[src/rtl/multicycle_control_unit_if.sv]
// Control bundle between the multicycle sequencer and its datapath:
// decode/status inputs toward the controller, control word back out.
interface multicycle_control_unit_if #(
  parameter int OPC_W = 4,
  parameter int CNT_W = 16
);
  logic [OPC_W-1:0] opcode;
  logic             zero;
  logic             mem_ready;
  logic             pc_en;
  logic [1:0]       pc_src_sel;
  logic             ir_write;
  logic             srca_sel;
  logic [1:0]       srcb_sel;
  logic             aluop;
  logic             alu_out_en;
  logic             iord;
  logic             mem_read;
  logic             mem_write;
  logic             reg_write;
  logic             mem_to_reg;
  logic             reg_dst;
  logic             halted;
  logic             illegal;
  logic [CNT_W-1:0] retired;
  logic [3:0]       state;

  modport master (
    output opcode, zero, mem_ready,
    input  pc_en, pc_src_sel, ir_write, srca_sel, srcb_sel, aluop, alu_out_en,
           iord, mem_read, mem_write, reg_write, mem_to_reg, reg_dst,
           halted, illegal, retired, state
  );

  modport slave (
    input  opcode, zero, mem_ready,
    output pc_en, pc_src_sel, ir_write, srca_sel, srcb_sel, aluop, alu_out_en,
           iord, mem_read, mem_write, reg_write, mem_to_reg, reg_dst,
           halted, illegal, retired, state
  );
endinterface

[src/rtl/multicycle_control_unit.sv]
// Multicycle datapath sequencer: one control word per state, memory-ready
// stalls, retired-instruction counter and a terminal HALT state.
module multicycle_control_unit #(
  parameter int OPC_W = 4,
  parameter int CNT_W = 16
) (
  input logic                   clock,
  input logic                   reset,
  multicycle_control_unit_if.slave bus
);

  typedef enum logic [3:0] {
    S_FETCH    = 4'h0,
    S_DECODE   = 4'h1,
    S_EXEC_R   = 4'h2,
    S_EXEC_I   = 4'h3,
    S_MEM_ADDR = 4'h4,
    S_MEM_RD   = 4'h5,
    S_MEM_WR   = 4'h6,
    S_WB_MEM   = 4'h7,
    S_WB_ALU   = 4'h8,
    S_BRANCH   = 4'h9,
    S_JUMP     = 4'hA,
    S_HALT     = 4'hB
  } state_t;

  localparam logic [OPC_W-1:0] OP_ADD  = OPC_W'(0);
  localparam logic [OPC_W-1:0] OP_SUB  = OPC_W'(1);
  localparam logic [OPC_W-1:0] OP_ADDI = OPC_W'(2);
  localparam logic [OPC_W-1:0] OP_LW   = OPC_W'(3);
  localparam logic [OPC_W-1:0] OP_SW   = OPC_W'(4);
  localparam logic [OPC_W-1:0] OP_BEQ  = OPC_W'(5);
  localparam logic [OPC_W-1:0] OP_BNE  = OPC_W'(6);
  localparam logic [OPC_W-1:0] OP_JMP  = OPC_W'(7);
  localparam logic [OPC_W-1:0] OP_HALT = OPC_W'(15);

  state_t           state_q, state_d;
  logic [CNT_W-1:0] retired_q, retired_d;
  logic             retire;

  always_ff @(posedge clock or negedge reset) begin
    if (!reset) begin
      state_q   <= S_FETCH;
      retired_q <= '0;
    end else begin
      state_q   <= state_d;
      retired_q <= retired_d;
    end
  end

  // Next state; retire marks the edge that leaves an instruction's last state.
  always_comb begin
    state_d = state_q;
    retire  = 1'b0;
    unique case (state_q)
      S_FETCH:    if (bus.mem_ready) state_d = S_DECODE;
      S_DECODE: begin
        unique case (bus.opcode)
          OP_ADD, OP_SUB: state_d = S_EXEC_R;
          OP_ADDI:        state_d = S_EXEC_I;
          OP_LW, OP_SW:   state_d = S_MEM_ADDR;
          OP_BEQ, OP_BNE: state_d = S_BRANCH;
          OP_JMP:         state_d = S_JUMP;
          OP_HALT:        state_d = S_HALT;
          default:        state_d = S_FETCH;
        endcase
      end
      S_EXEC_R, S_EXEC_I: state_d = S_WB_ALU;
      S_MEM_ADDR: state_d = (bus.opcode == OP_SW) ? S_MEM_WR :
                            (bus.opcode == OP_LW) ? S_MEM_RD : S_FETCH;
      S_MEM_RD:   if (bus.mem_ready) state_d = S_WB_MEM;
      S_MEM_WR: begin
        if (bus.mem_ready) begin
          state_d = S_FETCH;
          retire  = 1'b1;
        end
      end
      S_WB_MEM, S_WB_ALU, S_BRANCH, S_JUMP: begin
        state_d = S_FETCH;
        retire  = 1'b1;
      end
      S_HALT:     state_d = S_HALT;
      default:    state_d = S_FETCH;
    endcase
    retired_d = retired_q + CNT_W'(retire);
  end

  always_comb begin
    bus.pc_en      = 1'b0;
    bus.pc_src_sel = 2'd0;
    bus.ir_write   = 1'b0;
    bus.srca_sel   = 1'b0;
    bus.srcb_sel   = 2'd0;
    bus.aluop      = 1'b0;
    bus.alu_out_en = 1'b0;
    bus.iord       = 1'b0;
    bus.mem_read   = 1'b0;
    bus.mem_write  = 1'b0;
    bus.reg_write  = 1'b0;
    bus.mem_to_reg = 1'b0;
    bus.reg_dst    = 1'b0;
    bus.halted     = 1'b0;
    bus.illegal    = 1'b0;
    unique case (state_q)
      S_FETCH: begin
        bus.mem_read = 1'b1;
        bus.ir_write = bus.mem_ready;
        bus.pc_en    = bus.mem_ready;
      end
      S_DECODE: begin
        bus.srcb_sel   = 2'd3;
        bus.alu_out_en = 1'b1;
        bus.illegal    = !((bus.opcode < OPC_W'(8)) || (bus.opcode == OP_HALT));
      end
      S_EXEC_R: begin
        bus.srca_sel   = 1'b1;
        bus.srcb_sel   = 2'd1;
        bus.aluop      = bus.opcode[0];
        bus.alu_out_en = 1'b1;
      end
      S_EXEC_I, S_MEM_ADDR: begin
        bus.srca_sel   = 1'b1;
        bus.srcb_sel   = 2'd2;
        bus.alu_out_en = 1'b1;
      end
      S_MEM_RD: begin
        bus.iord     = 1'b1;
        bus.mem_read = 1'b1;
      end
      S_MEM_WR: begin
        bus.iord      = 1'b1;
        bus.mem_write = 1'b1;
      end
      S_WB_MEM: begin
        bus.reg_write  = 1'b1;
        bus.mem_to_reg = 1'b1;
      end
      S_WB_ALU: begin
        bus.reg_write = 1'b1;
        bus.reg_dst   = (bus.opcode == OP_ADD) || (bus.opcode == OP_SUB);
      end
      S_BRANCH: begin
        bus.srca_sel   = 1'b1;
        bus.srcb_sel   = 2'd1;
        bus.aluop      = 1'b1;
        bus.pc_src_sel = 2'd1;
        bus.pc_en      = (bus.opcode == OP_BNE) ? !bus.zero : bus.zero;
      end
      S_JUMP: begin
        bus.pc_src_sel = 2'd2;
        bus.pc_en      = 1'b1;
      end
      S_HALT:  bus.halted = 1'b1;
      default: ;
    endcase
    // Reset overrides the FETCH word so nothing strobes while held.
    if (!reset) begin
      bus.pc_en      = 1'b0;
      bus.ir_write   = 1'b0;
      bus.alu_out_en = 1'b0;
      bus.mem_read   = 1'b0;
      bus.mem_write  = 1'b0;
      bus.reg_write  = 1'b0;
      bus.illegal    = 1'b0;
    end
  end

  assign bus.retired = retired_q;
  assign bus.state   = state_q;

endmodule

[src/flat_wrapper.sv]
// flat-port wrapper written by rule: the top's interface ports become plain ports
module multicycle_control_unit_flat 
#(
  parameter int OPC_W = 4,
  parameter int CNT_W = 16
)
  (clock, reset, bus_opcode, bus_zero, bus_mem_ready, bus_pc_en, bus_pc_src_sel, bus_ir_write, bus_srca_sel, bus_srcb_sel, bus_aluop, bus_alu_out_en, bus_iord, bus_mem_read, bus_mem_write, bus_reg_write, bus_mem_to_reg, bus_reg_dst, bus_halted, bus_illegal, bus_retired, bus_state);
  multicycle_control_unit_if #(.OPC_W(OPC_W), .CNT_W(CNT_W)) bus_i ();
  input logic clock;
  input logic reset;
  input wire logic [$bits(bus_i.opcode)-1:0] bus_opcode;
  input wire logic [$bits(bus_i.zero)-1:0] bus_zero;
  input wire logic [$bits(bus_i.mem_ready)-1:0] bus_mem_ready;
  output wire logic [$bits(bus_i.pc_en)-1:0] bus_pc_en;
  output wire logic [$bits(bus_i.pc_src_sel)-1:0] bus_pc_src_sel;
  output wire logic [$bits(bus_i.ir_write)-1:0] bus_ir_write;
  output wire logic [$bits(bus_i.srca_sel)-1:0] bus_srca_sel;
  output wire logic [$bits(bus_i.srcb_sel)-1:0] bus_srcb_sel;
  output wire logic [$bits(bus_i.aluop)-1:0] bus_aluop;
  output wire logic [$bits(bus_i.alu_out_en)-1:0] bus_alu_out_en;
  output wire logic [$bits(bus_i.iord)-1:0] bus_iord;
  output wire logic [$bits(bus_i.mem_read)-1:0] bus_mem_read;
  output wire logic [$bits(bus_i.mem_write)-1:0] bus_mem_write;
  output wire logic [$bits(bus_i.reg_write)-1:0] bus_reg_write;
  output wire logic [$bits(bus_i.mem_to_reg)-1:0] bus_mem_to_reg;
  output wire logic [$bits(bus_i.reg_dst)-1:0] bus_reg_dst;
  output wire logic [$bits(bus_i.halted)-1:0] bus_halted;
  output wire logic [$bits(bus_i.illegal)-1:0] bus_illegal;
  output wire logic [$bits(bus_i.retired)-1:0] bus_retired;
  output wire logic [$bits(bus_i.state)-1:0] bus_state;
  assign bus_i.opcode = bus_opcode;
  assign bus_i.zero = bus_zero;
  assign bus_i.mem_ready = bus_mem_ready;
  assign bus_pc_en = bus_i.pc_en;
  assign bus_pc_src_sel = bus_i.pc_src_sel;
  assign bus_ir_write = bus_i.ir_write;
  assign bus_srca_sel = bus_i.srca_sel;
  assign bus_srcb_sel = bus_i.srcb_sel;
  assign bus_aluop = bus_i.aluop;
  assign bus_alu_out_en = bus_i.alu_out_en;
  assign bus_iord = bus_i.iord;
  assign bus_mem_read = bus_i.mem_read;
  assign bus_mem_write = bus_i.mem_write;
  assign bus_reg_write = bus_i.reg_write;
  assign bus_mem_to_reg = bus_i.mem_to_reg;
  assign bus_reg_dst = bus_i.reg_dst;
  assign bus_halted = bus_i.halted;
  assign bus_illegal = bus_i.illegal;
  assign bus_retired = bus_i.retired;
  assign bus_state = bus_i.state;
  multicycle_control_unit #(.OPC_W(OPC_W), .CNT_W(CNT_W)) u_core (.clock(clock), .reset(reset), .bus(bus_i));
endmodule
[config.mk]
export PLATFORM = sky130hd
export DESIGN_NAME = multicycle_control_unit_flat
export DESIGN_NICKNAME = d
export VERILOG_FILES = /design/src/rtl/multicycle_control_unit_if.sv /design/src/rtl/multicycle_control_unit.sv /design/src/flat_wrapper.sv
export SDC_FILE = /design/constraint.sdc
export NUM_CORES = 1
export LEC_CHECK = 0
export CORE_MARGIN = 3
export CORE_UTILIZATION = 45
export DETAILED_ROUTE_END_ITERATION = 7
export PLACE_DENSITY = 0.79
export SLEW_MARGIN = 25
export SYNTH_ARGS = -nofsm -noshare
export SYNTH_HDL_FRONTEND = slang
export SYNTH_SLANG_ARGS = --single-unit
[constraint.sdc]
create_clock -name clock -period 3.1 [get_ports clock]
set_input_delay 0.775 -clock clock [delete_from_list [all_inputs] [get_ports clock]]
set_output_delay 0.775 -clock clock [all_outputs]
set_load 0.05 [all_outputs]
==> impl_metrics.py, run 1 <==
metrics = {
    "floorplan": {
        "placementRows": 19,
        "pin_count": 45,
        "die_w_um": 61.3,
        "die_area_um2": 3760,
        "die_h_um": 61.3,
        "start_util_pct": 48.7,
        "core_um2": 2830,
    },
    "synth": {
        "ys_types": 41,
        "seq_area_frac_synth_pct": 36.4,
        "yosysTopAreaCellShare_pct": 36.4,
        "yosysMostFrequentCell": "dfrtp_1",
        "synth_ff_type": "dfrtp_1",
        "synth_nets": 170,
        "syn_area_per_cell_um2": 8.88,
        "syn_inst": 155,
        "ys_top_cells_by_area": "dfrtp_1 (36%), xnor2_1 (8.3%), ha_1 (6.4%)",
        "async_flop_share_pct": 100,
        "yosys_warnings": 0,
        "netlist_area_um2": 1380,
        "synth-seq-cells": 20,
        "synth_enable_flop_cells": 0,
        "synth_top_cell_by_area": "dfrtp_1",
        "netlist_top_cells_count": "dfrtp_1 (20), nand2_1 (14), xnor2_1 (13), nor2_1 (12), a21oi_1 (10)",
    },
    "sta": {
        "hold_viol_final": 0,
        "worstMarginPinSlew_ns": 0.527,
        "clock-skew-final_ns": 0.00402,
        "timing.slew.headroom_pct": 64.8,
        "setup_violations": 0,
        "max_freq_mhz": 333,
        "worst_hold_slack_ns": 0.486,
        "fin_ws_ns": 0.0950,
        "period_needed_ns": 3.00,
        "grt_setup_unrepaired": "no",
        "report.final.slew_viol_count": 0,
        "post-route-period-util_pct": 96.9,
    },
    "placement": {
        "routabilityCongestion": 0.904,
        "post-place-ws_ns": -0.128,
        "dpl_cell_area_um2": 1990,
        "port_buffers": 44,
        "dpl.hpwl_mm": 2.90,
        "placedCellCount": 232,
    },
    "final_layout": {
        "n_fill_cell": 203,
        "nets": 223,
        "drive_gt1_share_pct": 21.3,
        "multi_input_area_um2": 840,
        "final_core_util_pct": 73.5,
        "final_cells": 238,
        "register_area_um2": 502,
        "final_area_um2": 2080,
        "syn_to_final_growth_pct": 51.0,
        "num_antenna_cells": 0,
    },
    "power_and_ir_drop": {
        "power_frac_comb_pct": 64.2,
        "p_switching_uw": 769,
        "intPower_uw": 758,
        "seqPwrFrac_pct": 26.1,
        "leakage_nw": 0.933,
        "power.density_nw_per_um2": 735,
        "sw_frac_of_total_pct": 50.4,
        "clock_power_share_pct": 9.7,
        "ir_drop_uv": 526,
    },
    "drt": {
        "vias": 1391,
        "drt-initial-drc-count": 91,
        "drtPass1Iterations": 4,
        "drc": 0,
        "routed_via_density": 5.84,
        "final_antenna_net_count": 0,
        "finalWirelength_mm": 3.82,
        "wire_per_inst_um": 16.1,
    },
    "clock_network": {
        "clockBufferDepth": 2,
        "cts_root_buf": "clkbuf_4",
        "cts_tree": "built",
        "postCtsHoldBufs": 0,
        "clock_latency_ns": 0.30,
        "cts_made_buffers": 3,
        "h-tree-depth": 1,
        "cts.clk_slew.worst_paths_ns": 0.10,
        "clkSinkCount": 20,
    },
    "grt": {
        "grt_pass1_vias": 1351,
        "antenna_found_initial": 0,
        "grt_max_degree": 19,
        "grt_first_pass_wirelength_mm": 6.44,
        "gr-total-overflow": 0,
        "track_usage_pct": 23.1,
    },
    "worst_setup_path": {
        "crit_slowest_cell": "bufbuf_16",
        "crit_path_end_kind": "primary output",
        "crit_type": "input pin to primary output",
        "crit_fanout": 2,
        "cp_cell_sequence": "dlygate4sd2_1, inv_2, ha_4, nand3b_1, xnor2_2, a311oi_2, nor4b_2, bufbuf_16",
        "slowest_delay_ns": 0.31,
        "crit_arrival_ns": 2.23,
        "cp-start-kind": "input pin",
        "worstPathRequired_ns": 2.32,
    },
    "flow_run": {
        "drv_cap": 0,
    },
    "worst_hold_path": {
        "worstHoldPathType": "flop to flop",
    },
    "status": {
        "status": "finished clean",
    },
}
-- cells in the final DEF (no fill, tap or decap), types with 2 or more instances in the layout --
master	synthesis	layout
ha_1	7	6
nor3_1	6	6
dfrtp_1	20	19
inv_1	5	4
nor2_1	12	10
and4_4	2	2
buf_4	0	16
nand4b_1	2	2
nor2b_1	2	2
and3_1	4	4
clkdlybuf4s50_1	0	27
xnor2_1	13	12
nand3_1	8	8
nand2b_1	8	8
dlygate4sd2_1	0	4
xor2_1	2	2
nand4_1	2	2
nand3b_1	2	2
dlymetal6s2s_1	0	2
nor2_2	1	3
nand2_1	14	14
buf_12	0	8
clkbuf_4	0	3
o21ai_0	5	5
o31ai_1	2	2
a21oi_1	10	10
-- cell families after synthesis --
family / share of synthesized area [%]
mux: 1.82
simple gates: 28.2
flops: 36.4
buf+inv: 5.36
xor+xnor: 9.55
compound gates: 12.4
fa+ha+maj: 6.36
-- cell type report --
| type | instances | area share [%] |
|---|---|---|
| clock buffer | 4 | 1.75 |
| inverter | 5 | 0.903 |
| multi-input combinational | 120 | 40.4 |
| sequential | 20 | 24.1 |
| tap | 31 | 1.87 |
| timing repair buffer | 58 | 30.9 |
-- what timing repair did --
item / 4_1_cts / 5_1_grt
endpoints found under the hold margin: 0 / 0
endpoints found under the setup margin: 1 / 4
buffers inserted: 2 / 0
resized for setup: 10 / 3
pin swaps: 5 / 2
-- critical path, delay by kind of cell --
kind	cells	cell delay, ns
AOI/OAI and AO/OA	1	0.12
buffers and inverters	3	0.65
adders and majority gates	1	0.13
xor gates and xnor gates	1	0.18
and+or+nand+nor	2	0.36
-- sequential cells by signal, indices dropped and copies added (netlist names) --
signal / flops
u_core.bus.retired: 16
u_core.bus.state: 4
-- per-layer routing --
metal | GRT usage, % | vias up | wire length, um | part of all wire [%]
li1 | - | 645 | - | -
met3 | 3.14 | 8 | 341 | 8.9
met1 | 31.5 | 640 | 1520 | 40
met5 | 0 | - | 0 | 0
met4 | 10.8 | 0 | 91 | 2.4
met2 | 36.3 | 98 | 1870 | 49
-- worst paths after layout --
| kind | slack (ns) | from | end | cells after the start |
|---|---|---|---|---|
| max reg2reg | 0.98 | u_core.bus.state[1]$_DFFE_PN0P_ | u_core.bus.retired[12]$_DFF_PN0_ | 8 |
| min | 0.49 | u_core.bus.retired[15]$_DFF_PN0_ | u_core.bus.retired[15]$_DFF_PN0_ | 1 |
| max in group asynchronous | 1.95 | reset | u_core.bus.retired[5]$_DFF_PN0_ | 2 |
| min reg2reg | 0.49 | u_core.bus.retired[15]$_DFF_PN0_ | u_core.bus.retired[15]$_DFF_PN0_ | 1 |
| min in group asynchronous | 0.67 | reset | u_core.bus.state[2]$_DFFE_PN0P_ | 1 |
| max | 0.1 | bus_opcode[0] | bus_pc_en | 8 |
-- metrics by stage --
step	TNS (ns)	total power, mW
final	0	1.53
after global routing	0	1.61
after CTS	0	1.53
after detailed placement	-0.128	1.35
after global placement	-0.0145	1.34
after floorplan	0	0.996
-- power by group through the flow --
stage | clock network, mW | registers, mW | logic, mW
2_1_floorplan | 0 | 0.520 | 0.476
3_3_place_gp | 0 | 0.394 | 0.947
3_5_place_dp | 0 | 0.398 | 0.957
4_1_cts | 0.152 | 0.394 | 0.983
5_1_grt | 0.167 | 0.408 | 1.03
6_report | 0.148 | 0.398 | 0.981
(Power assumes the default switching activity.)
==> run 2, diff against run 1 <==
Settings changed: CORE_ASPECT_RATIO set to 1.1, SLEW_MARGIN 25 to 10.
==> impl_metrics.py, run 2 (same netlist as run 1, synthesis figures left out) <==
metrics = {
    "status": {
        "status": "finished clean",
    },
    "power_and_ir_drop": {
        "power_frac_comb_pct": 64.1,
        "ir_drop_uv": 590,
        "p_switching_uw": 768,
        "leakage_nw": 0.945,
        "power.density_nw_per_um2": 736,
        "sw_frac_of_total_pct": 50.3,
        "power_mw": 1.53,
        "clock_power_share_pct": 9.8,
        "intPower_uw": 760,
        "seqPwrFrac_pct": 26.1,
    },
    "worst_setup_path": {
        "crit_fanout": 2,
        "timing.rr.end": "u_core.bus.retired[12]$_DFF_PN0_",
        "worstPathRequired_ns": 2.32,
        "slowest_delay_ns": 0.32,
        "timing.reg2reg.setup_slack_ns": 0.90,
        "crit_slowest_cell": "bufbuf_16",
        "cp.buffers_inverters": 3,
        "crit_path_end_kind": "primary output",
        "worstSetupStartpoint": "bus_opcode[0]",
        "cpLargestDelayFamily": "buffers and inverters",
        "crit_type": "input pin to primary output",
        "r2r_cells": 8,
        "cp-start-kind": "input pin",
        "cp_cell_sequence": "dlygate4sd2_1, inv_2, ha_4, nand3b_1, xnor2_1, a311oi_2, nor4b_2, bufbuf_16",
        "reg2reg_from": "u_core.bus.state[1]$_DFFE_PN0P_",
        "crit_arrival_ns": 2.22,
    },
    "floorplan": {
        "die_area_um2": 3760,
        "placementRows": 20,
        "core_um2": 2850,
        "die_h_um": 64,
        "start_util_pct": 48.2,
        "pin_count": 45,
        "die_w_um": 58.7,
    },
    "sta": {
        "worst_hold_slack_ns": 0.502,
        "worstMarginPinSlew_ns": 0.520,
        "post-route-period-util_pct": 96.7,
        "tns_ns": 0,
        "timing.slew.headroom_pct": 65.2,
        "period_needed_ns": 3.00,
        "setup_violations": 0,
        "grt_setup_unrepaired": "no",
        "hold_viol_final": 0,
        "max_freq_mhz": 334,
        "report.final.slew_viol_count": 0,
        "clock-skew-final_ns": 0.00790,
    },
    "drt": {
        "finalWirelength_mm": 3.68,
        "drt-initial-drc-count": 77,
        "final_antenna_net_count": 0,
        "drc": 0,
        "routed_via_density": 5.56,
        "vias": 1334,
        "wire_per_inst_um": 15.3,
        "drtPass1Iterations": 4,
    },
    "grt": {
        "grt_first_pass_wirelength_mm": 6.29,
        "gr-total-overflow": 0,
        "grt_max_degree": 21,
        "antenna_found_initial": 0,
        "grt_pass1_vias": 1300,
        "track_usage_pct": 20.8,
    },
    "placement": {
        "routabilityCongestion": 0.895,
        "port_buffers": 44,
        "dpl.hpwl_mm": 2.80,
        "dpl_cell_area_um2": 1990,
    },
    "clock_network": {
        "cts_made_buffers": 3,
        "clock_latency_ns": 0.30,
        "postCtsHoldBufs": 0,
        "h-tree-depth": 1,
        "cts_root_buf": "clkbuf_4",
        "cts_tree": "built",
        "clockBufferDepth": 2,
        "cts.clk_slew.worst_paths_ns": 0.11,
        "clkSinkCount": 20,
    },
    "final_layout": {
        "num_antenna_cells": 0,
        "final_common_cell": "clkdlybuf4s50_1",
        "largest_reg_flops": 16,
        "syn_to_final_growth_pct": 50.9,
        "nets": 223,
        "final_core_util_pct": 72.8,
        "drive_gt1_share_pct": 20.8,
        "final_area_um2": 2080,
        "layout_common_cells": "clkdlybuf4s50_1 (26), dfrtp_1 (20), buf_4 (17)",
    },
    "worst_hold_path": {
        "hp-start": "u_core.bus.retired[12]$_DFF_PN0_",
        "worstHoldPathType": "flop to flop",
        "holdPathStages": 1,
        "min_to": "u_core.bus.retired[12]$_DFF_PN0_",
    },
    "flow_run": {
        "drv_cap": 0,
    },
}
[run 2: layout make-up]
cell class / instances / area, um2
multi-input combinational: 120 / 832
fill: 221 / 776
timing repair buffer: 58 / 648
sequential: 20 / 500
tap: 33 / 41.3
clock buffer: 4 / 36.3
inverter: 5 / 18.8
[run 2: timing repair]
item | 4_1_cts | 5_1_grt
cloned | 0 | 0
pin swaps | 4 | 4
setup endpoints to repair | 1 | 3
endpoints found under the hold margin | 0 | 0
resized for setup | 5 | 6
setup buffers | 1 | 0
[run 2: stage by stage]
step	setup WS, ns	instances
finish	0.103	240
global route	0.00322	240
CTS	0.0234	240
detailed placement	-0.114	235
global placement	-0.0627	235
floorplan	0.0355	155
[run 2: power by group through the flow]
stage               sequential (mW)  clock, mW  combinational (mW)
CTS                           0.395      0.155               0.976
global placement              0.396          0               0.946
detailed placement            0.400          0               0.958
global route                  0.411      0.166                1.04
floorplan                     0.520          0               0.476
finish                        0.398      0.150               0.980
[run 2: worst max-delay path by stage]
stage	end	slack, ns	cells past startpoint
5_1_grt	bus_mem_to_reg	0.003	4
4_1_cts	bus_pc_en	0.02	6
3_5_place_dp	bus_pc_en	-0.11	8
2_1_floorplan	bus_ir_write	0.04	5
6_report	bus_pc_en	0.10	8
3_3_place_gp	bus_pc_en	-0.06	8
[run 2: routing by layer]
layer | global-route usage (%) | routed length, um
met5 | 0 | 0
met4 | 4.25 | 31
met3 | 3.64 | 235
met2 | 33.0 | 1800
met1 | 29.3 | 1610
==> RTL change 1 (config.mk and constraints of run 2) <==
`CNT_W` is set to 16 in 3 places; all go to 32.
--- a/src/rtl/multicycle_control_unit_if.sv
+++ b/src/rtl/multicycle_control_unit_if.sv
@@ -2,7 +2,7 @@
 // decode/status inputs toward the controller, control word back out.
 interface multicycle_control_unit_if #(
   parameter int OPC_W = 4,
-  parameter int CNT_W = 16
+  parameter int CNT_W = 32
 );
   logic [OPC_W-1:0] opcode;
   logic             zero;
--- a/src/rtl/multicycle_control_unit.sv
+++ b/src/rtl/multicycle_control_unit.sv
@@ -2,7 +2,7 @@
 // stalls, retired-instruction counter and a terminal HALT state.
 module multicycle_control_unit #(
   parameter int OPC_W = 4,
-  parameter int CNT_W = 16
+  parameter int CNT_W = 32
 ) (
   input logic                   clock,
   input logic                   reset,
--- a/src/flat_wrapper.sv
+++ b/src/flat_wrapper.sv
@@ -2,7 +2,7 @@
 module multicycle_control_unit_flat 
 #(
   parameter int OPC_W = 4,
-  parameter int CNT_W = 16
+  parameter int CNT_W = 32
 )
   (clock, reset, bus_opcode, bus_zero, bus_mem_ready, bus_pc_en, bus_pc_src_sel, bus_ir_write, bus_srca_sel, bus_srcb_sel, bus_aluop, bus_alu_out_en, bus_iord, bus_mem_read, bus_mem_write, bus_reg_write, bus_mem_to_reg, bus_reg_dst, bus_halted, bus_illegal, bus_retired, bus_state);
   multicycle_control_unit_if #(.OPC_W(OPC_W), .CNT_W(CNT_W)) bus_i ();
Interface: changed (resized bus_retired); port bits go from 45 to 61. No check against the original RTL was run, so the function may have changed too.
==> RTL change 1 against run 2 <==
- critical path depth is 3 lower
- synthesized area grew 52%
- utilization down 3.8 points
- global-route usage is 0.70 points lower
- total power up 30%
- routed wire length rose by 38%
- die area up 47%
- fmax about the same
- register-to-register slack got worse by 0.32 ns
- worst setup slack improved by 0.0027 ns
- via count grew 40%
- design area increased by 47%
- sequential cell count grew 16
- largest power group unchanged
==> RTL change 1: results (changes against run 2) <==
[finish]
nets = 306  ; +37%
nFillCells = 360  ; +63%
final_area_sq_mm = 0.00305  ; +47%
largest_reg_flops = 32  ; +16
post_route_cells_drive_above_1_share = 0.181  ; -0.0268
finalNonFillerCells = 347  ; +45%

[drt]
drt_iter0_markers = 64  ; -17%
viasPerCell = 5.38  ; -3.2%
drt_wl_total_mm = 5.09  ; +38%

[worst_setup_path]
reg2regPathDepth = 9  ; +1
r2r_slack_ns = 0.58  ; -0.32 ns
r2r-end = u_core.bus.retired[20]
max_stage_delay_ns = 0.56  ; +0.24 ns
cpMaxStageDelayCell = clkdlybuf4s50_1
critPathMaxFanout = 5  ; +3
worstReg2RegStart = u_core.bus.state[2]

[clocking]
htreeDepth = 2  ; +1
cts.clk_slew.worst_paths_ns = 0.07  ; -0.04 ns
numCtsBuffers = 5  ; +2

[synth]
synthDistinctLibCells = 44  ; +7.3%
seq_area_frac_synth = 0.430  ; +0.0660
synth_area_leaders = dfrtp_1 (43%), xnor2_1 (8.4%), xor2_1 (4.6%), nand2_1 (3.9%), nor2_1 (3.8%)
synthTopCellsByCount = dfrtp_1 (36), nand2_1 (22), nor2_1 (21)
synthesis.nets = 235  ; +38%
postSynthAreaPerCell_sq_um = 9.49  ; +6.9%

[pwr]
p_leak_nw = 1.35  ; +43%

[place]
io_buffers = 60  ; +36%
pre_cts_slack_ns = -0.0933  ; +0.0204 ns
dp_cells = 338  ; +44%
post_dp_cell_area_sq_mm = 0.00291  ; +46%
gp_congestion = 0.864  ; -3.5%

[min_path]
min_from = u_core.bus.retired[28]
min_to = u_core.bus.retired[28]

[grt]
grt_pass1_wl_mm = 8.88  ; +41%
grt_max_degree = 37  ; +76%
grt_usage = 0.201  ; -0.00696
grt_pass1_vias = 1839  ; +41%

[outcome]
status = complete, no violations

[timing]
tightest_slew_ns = 0.521  ; +0.00163 ns
clock_skew_ns = 0.00406  ; -0.00384 ns
post-route-period-util = 0.966  ; about the same

==> RTL change 1: per-layer routing <==
metal	wire, um	vias up	part of all wire	track usage
met5	0	-	0	0
met3	218	6	0.043	0.0389
met1	2250	900	0.44	0.274
met4	64	0	0.013	0.0602
li1	-	907	-	-
met2	2550	54	0.50	0.322
==> RTL change 1: logic make-up after synthesis <==
family          Yosys count  share of synthesized area
compound gates           29                     0.0901
xor+xnor                 31                      0.129
simple gates            101                      0.279
buf+inv                  17                     0.0316
fa+ha+maj                 6                     0.0358
mux                       1                    0.00477
flops                    36                      0.430
==> RTL change 1: cell type report <==
type                            count  share of cell area
Multi-Input combinational cell    168               0.379
Sequential cell                    36               0.296
Timing Repair Buffer               74               0.258
Clock buffer                        5              0.0226
Tap cell                           54              0.0222
Clock inverter                      3              0.0140
Inverter                            7             0.00863
==> RTL change 1: what timing repair did <==
item                       4_1_cts  5_1_grt
cloned                           0        0
resized for setup                8        1
buffers inserted                 1        0
setup endpoints to repair        1        1
pin swaps                        4        1
==> RTL change 1: stage by stage <==
| stage | total power, mW | hold WS, ns |
|---|---|---|
| 2_1_floorplan | 1.21 | 0.479 |
| 3_3_place_gp | 1.57 | 0.476 |
| 3_5_place_dp | 1.58 | 0.480 |
| 4_1_cts | 2.01 | 0.495 |
| 5_1_grt | 2.09 | 0.517 |
| 6_report | 1.99 | 0.500 |
==> RTL change 1: power groups by stage <==
stage	combinational [mW]	clock, mW	sequential (mW)
2_1_floorplan	0.473	0	0.733
3_3_place_gp	0.945	0	0.622
3_5_place_dp	0.953	0	0.623
4_1_cts	0.972	0.418	0.615
5_1_grt	1.02	0.442	0.628
6_report	0.963	0.414	0.615
==> RTL change 2 (config.mk and constraints of run 2) <==
Made on the original files. Reset style: synchronous (`reset`), changed in one clocked block.
--- a/src/rtl/multicycle_control_unit.sv
+++ b/src/rtl/multicycle_control_unit.sv
@@ -38,7 +38,7 @@
   logic [CNT_W-1:0] retired_q, retired_d;
   logic             retire;
 
-  always_ff @(posedge clock or negedge reset) begin
+  always_ff @(posedge clock) begin
     if (!reset) begin
       state_q   <= S_FETCH;
       retired_q <= '0;
Behaviour: differs if reset is asserted again (counterexample within 4 cycles, from zero or initial values and one cycle with reset low); with reset held inactive, the same outputs for 10 cycles.
==> RTL change 2 against run 2 <==
- sequential share of layout area fell by 4.5 points
- sequential cell count did not move
- die area up 1.7%
- critical path depth unchanged
- worst setup slack got worse by 0.024 ns
- fmax fell by 0.81%
- synthesized area up 1.9%
- worst hold slack got worse by 0.0049 ns
- routed wire length grew 4.1%
- utilization decreased by 1.8 points
- design area shrank 1.6%
Power is not compared: it rests on default switching activity, and its combinational part moved more than twofold at a synthesized area within 25%.
==> RTL change 2: results (changes against run 2) <==
[pwr]
ir_drop_uv = 396
p_leak_nw = 0.824

[grt]
grt_pass1_vias = 1439  ; +11%
grt_usage = 0.218  ; +0.00985
grt_max_degree = 15  ; -29%
antenna_found_initial = 0  ; unchanged
grt_pass1_wl_mm = 6.61  ; +5.2%

[synth]
seq_area_frac_synth = 0.285  ; -0.0782
synthDistinctLibCells = 50  ; +22%
synthTopCellsByCount = dfxtp_1 (20), nor2_1 (19), nand2_1 (14)
ys_warn_count = 0  ; unchanged
postSynthAreaPerCell_sq_um = 8.11  ; -8.7%
synth_area_leaders = dfxtp_1 (29%), ha_1 (6.2%), mux2i_1 (5.7%), nor2_1 (5.1%), nand2b_1 (4.0%)
async_flop_share = 0  ; -1.00
synthesis.nets = 188  ; +11%
synthFlopType = dfxtp_1

[clocking]
cts.path.max_buffers = 2  ; unchanged
numCtsBuffers = 3  ; unchanged
cts_resized = 0  ; -5
post_cts_buffers = 0  ; -1
cts_root_buf = clkbuf_4
clk_latency_ns = 0.31
cts.clk_slew.worst_paths_ns = 0.12
htreeDepth = 1  ; unchanged

[worst_setup_path]
cpLargestDelayFamily = buffers and inverters
max_stage_delay_ns = 0.48  ; +0.16 ns
critPathMaxFanout = 2  ; unchanged
cp_data_arrival_time_ns = 2.25  ; +0.03 ns
cpMaxStageDelayCell = clkdlybuf4s50_1

[outcome]
status = complete, no violations

[finish]
finalNonFillerCells = 253  ; +5.4%
post_route_cells_drive_above_1_share = 0.177  ; -0.0305
nets = 236  ; +5.8%
nFillCells = 234  ; +5.9%
n_antenna_cell = 0  ; unchanged
largest_reg_flops = 16  ; unchanged
regArea_sq_um = 402  ; -20%

[timing]
slew_headroom = 0.645  ; -0.00691
clock_skew_ns = 0.00219  ; -0.00571 ns

[drt]
firstDrtPassIters = 4  ; unchanged
drt-met1-wl_mm = 1.59  ; -1.3%
highest_layer = met4
drt_iter0_markers = 71  ; -7.8%
routedWlPerCell_um = 15.1  ; -1.2%
wl_met2_mm = 1.86  ; +3.3%
wl_met3_um = 267  ; +14%
num_vias = 1451  ; +8.8%

[place]
io_buffers = 44  ; unchanged
gp_congestion = 0.859  ; -4.1%
dp_hpwl_mm = 3.06  ; +9.1%
pre_cts_slack_ns = 0.0644  ; +0.178 ns

[min_path]
min_path_type = reg2reg

-- RTL change 2: path summary, 6_finish.rpt --
| path | depth (start not counted) | from | slack, ns | endpoint |
|---|---|---|---|---|
| setup / recovery | 8 | bus_opcode[0] | 0.08 | bus_pc_en |
| hold / removal | 2 | u_core.bus.retired[15] | 0.50 | u_core.bus.retired[15] |
| setup reg to reg | 9 | u_core.bus.state[1] | 0.67 | u_core.bus.retired[14] |
| hold reg to reg | 2 | u_core.bus.retired[15] | 0.50 | u_core.bus.retired[15] |
-- RTL change 2: cells by family after synthesis --
family	synth area share
XOR/XNOR	0.0562
AO/OA/AOI/OAI	0.146
multiplexers	0.0571
AND/OR/NAND/NOR	0.326
adder cells (fa/ha/maj)	0.0624
buffers and inverters	0.0669
flip-flops	0.285
-- RTL change 2: cell type report --
| type | instances | area share |
|---|---|---|
| timing repair buffer | 54 | 0.290 |
| inverter | 8 | 0.0147 |
| multi-input combinational | 134 | 0.453 |
| clock inverter | 1 | 0.0147 |
| clock buffer | 3 | 0.0110 |
| sequential | 20 | 0.196 |
| tap | 33 | 0.0202 |
-- RTL change 2: layer usage --
layer,track usage,vias to the layer above
met5,0,-
met3,0.0518,12
met4,0.105,0
li1,-,708
met2,0.344,62
met1,0.271,669
-- RTL change 2: worst min-delay path: stages (launching register included) --
cell and delay, ns:
dfxtp_1 0.35, nand2_1 0.06, mux2i_1 0.06
-- RTL change 2: power breakdown --
group	internal, mW	switching [mW]	total, mW
combinational	0.0745	0.110	0.184
clock	0.131	0.0912	0.222
sequential	0.261	0.00935	0.270
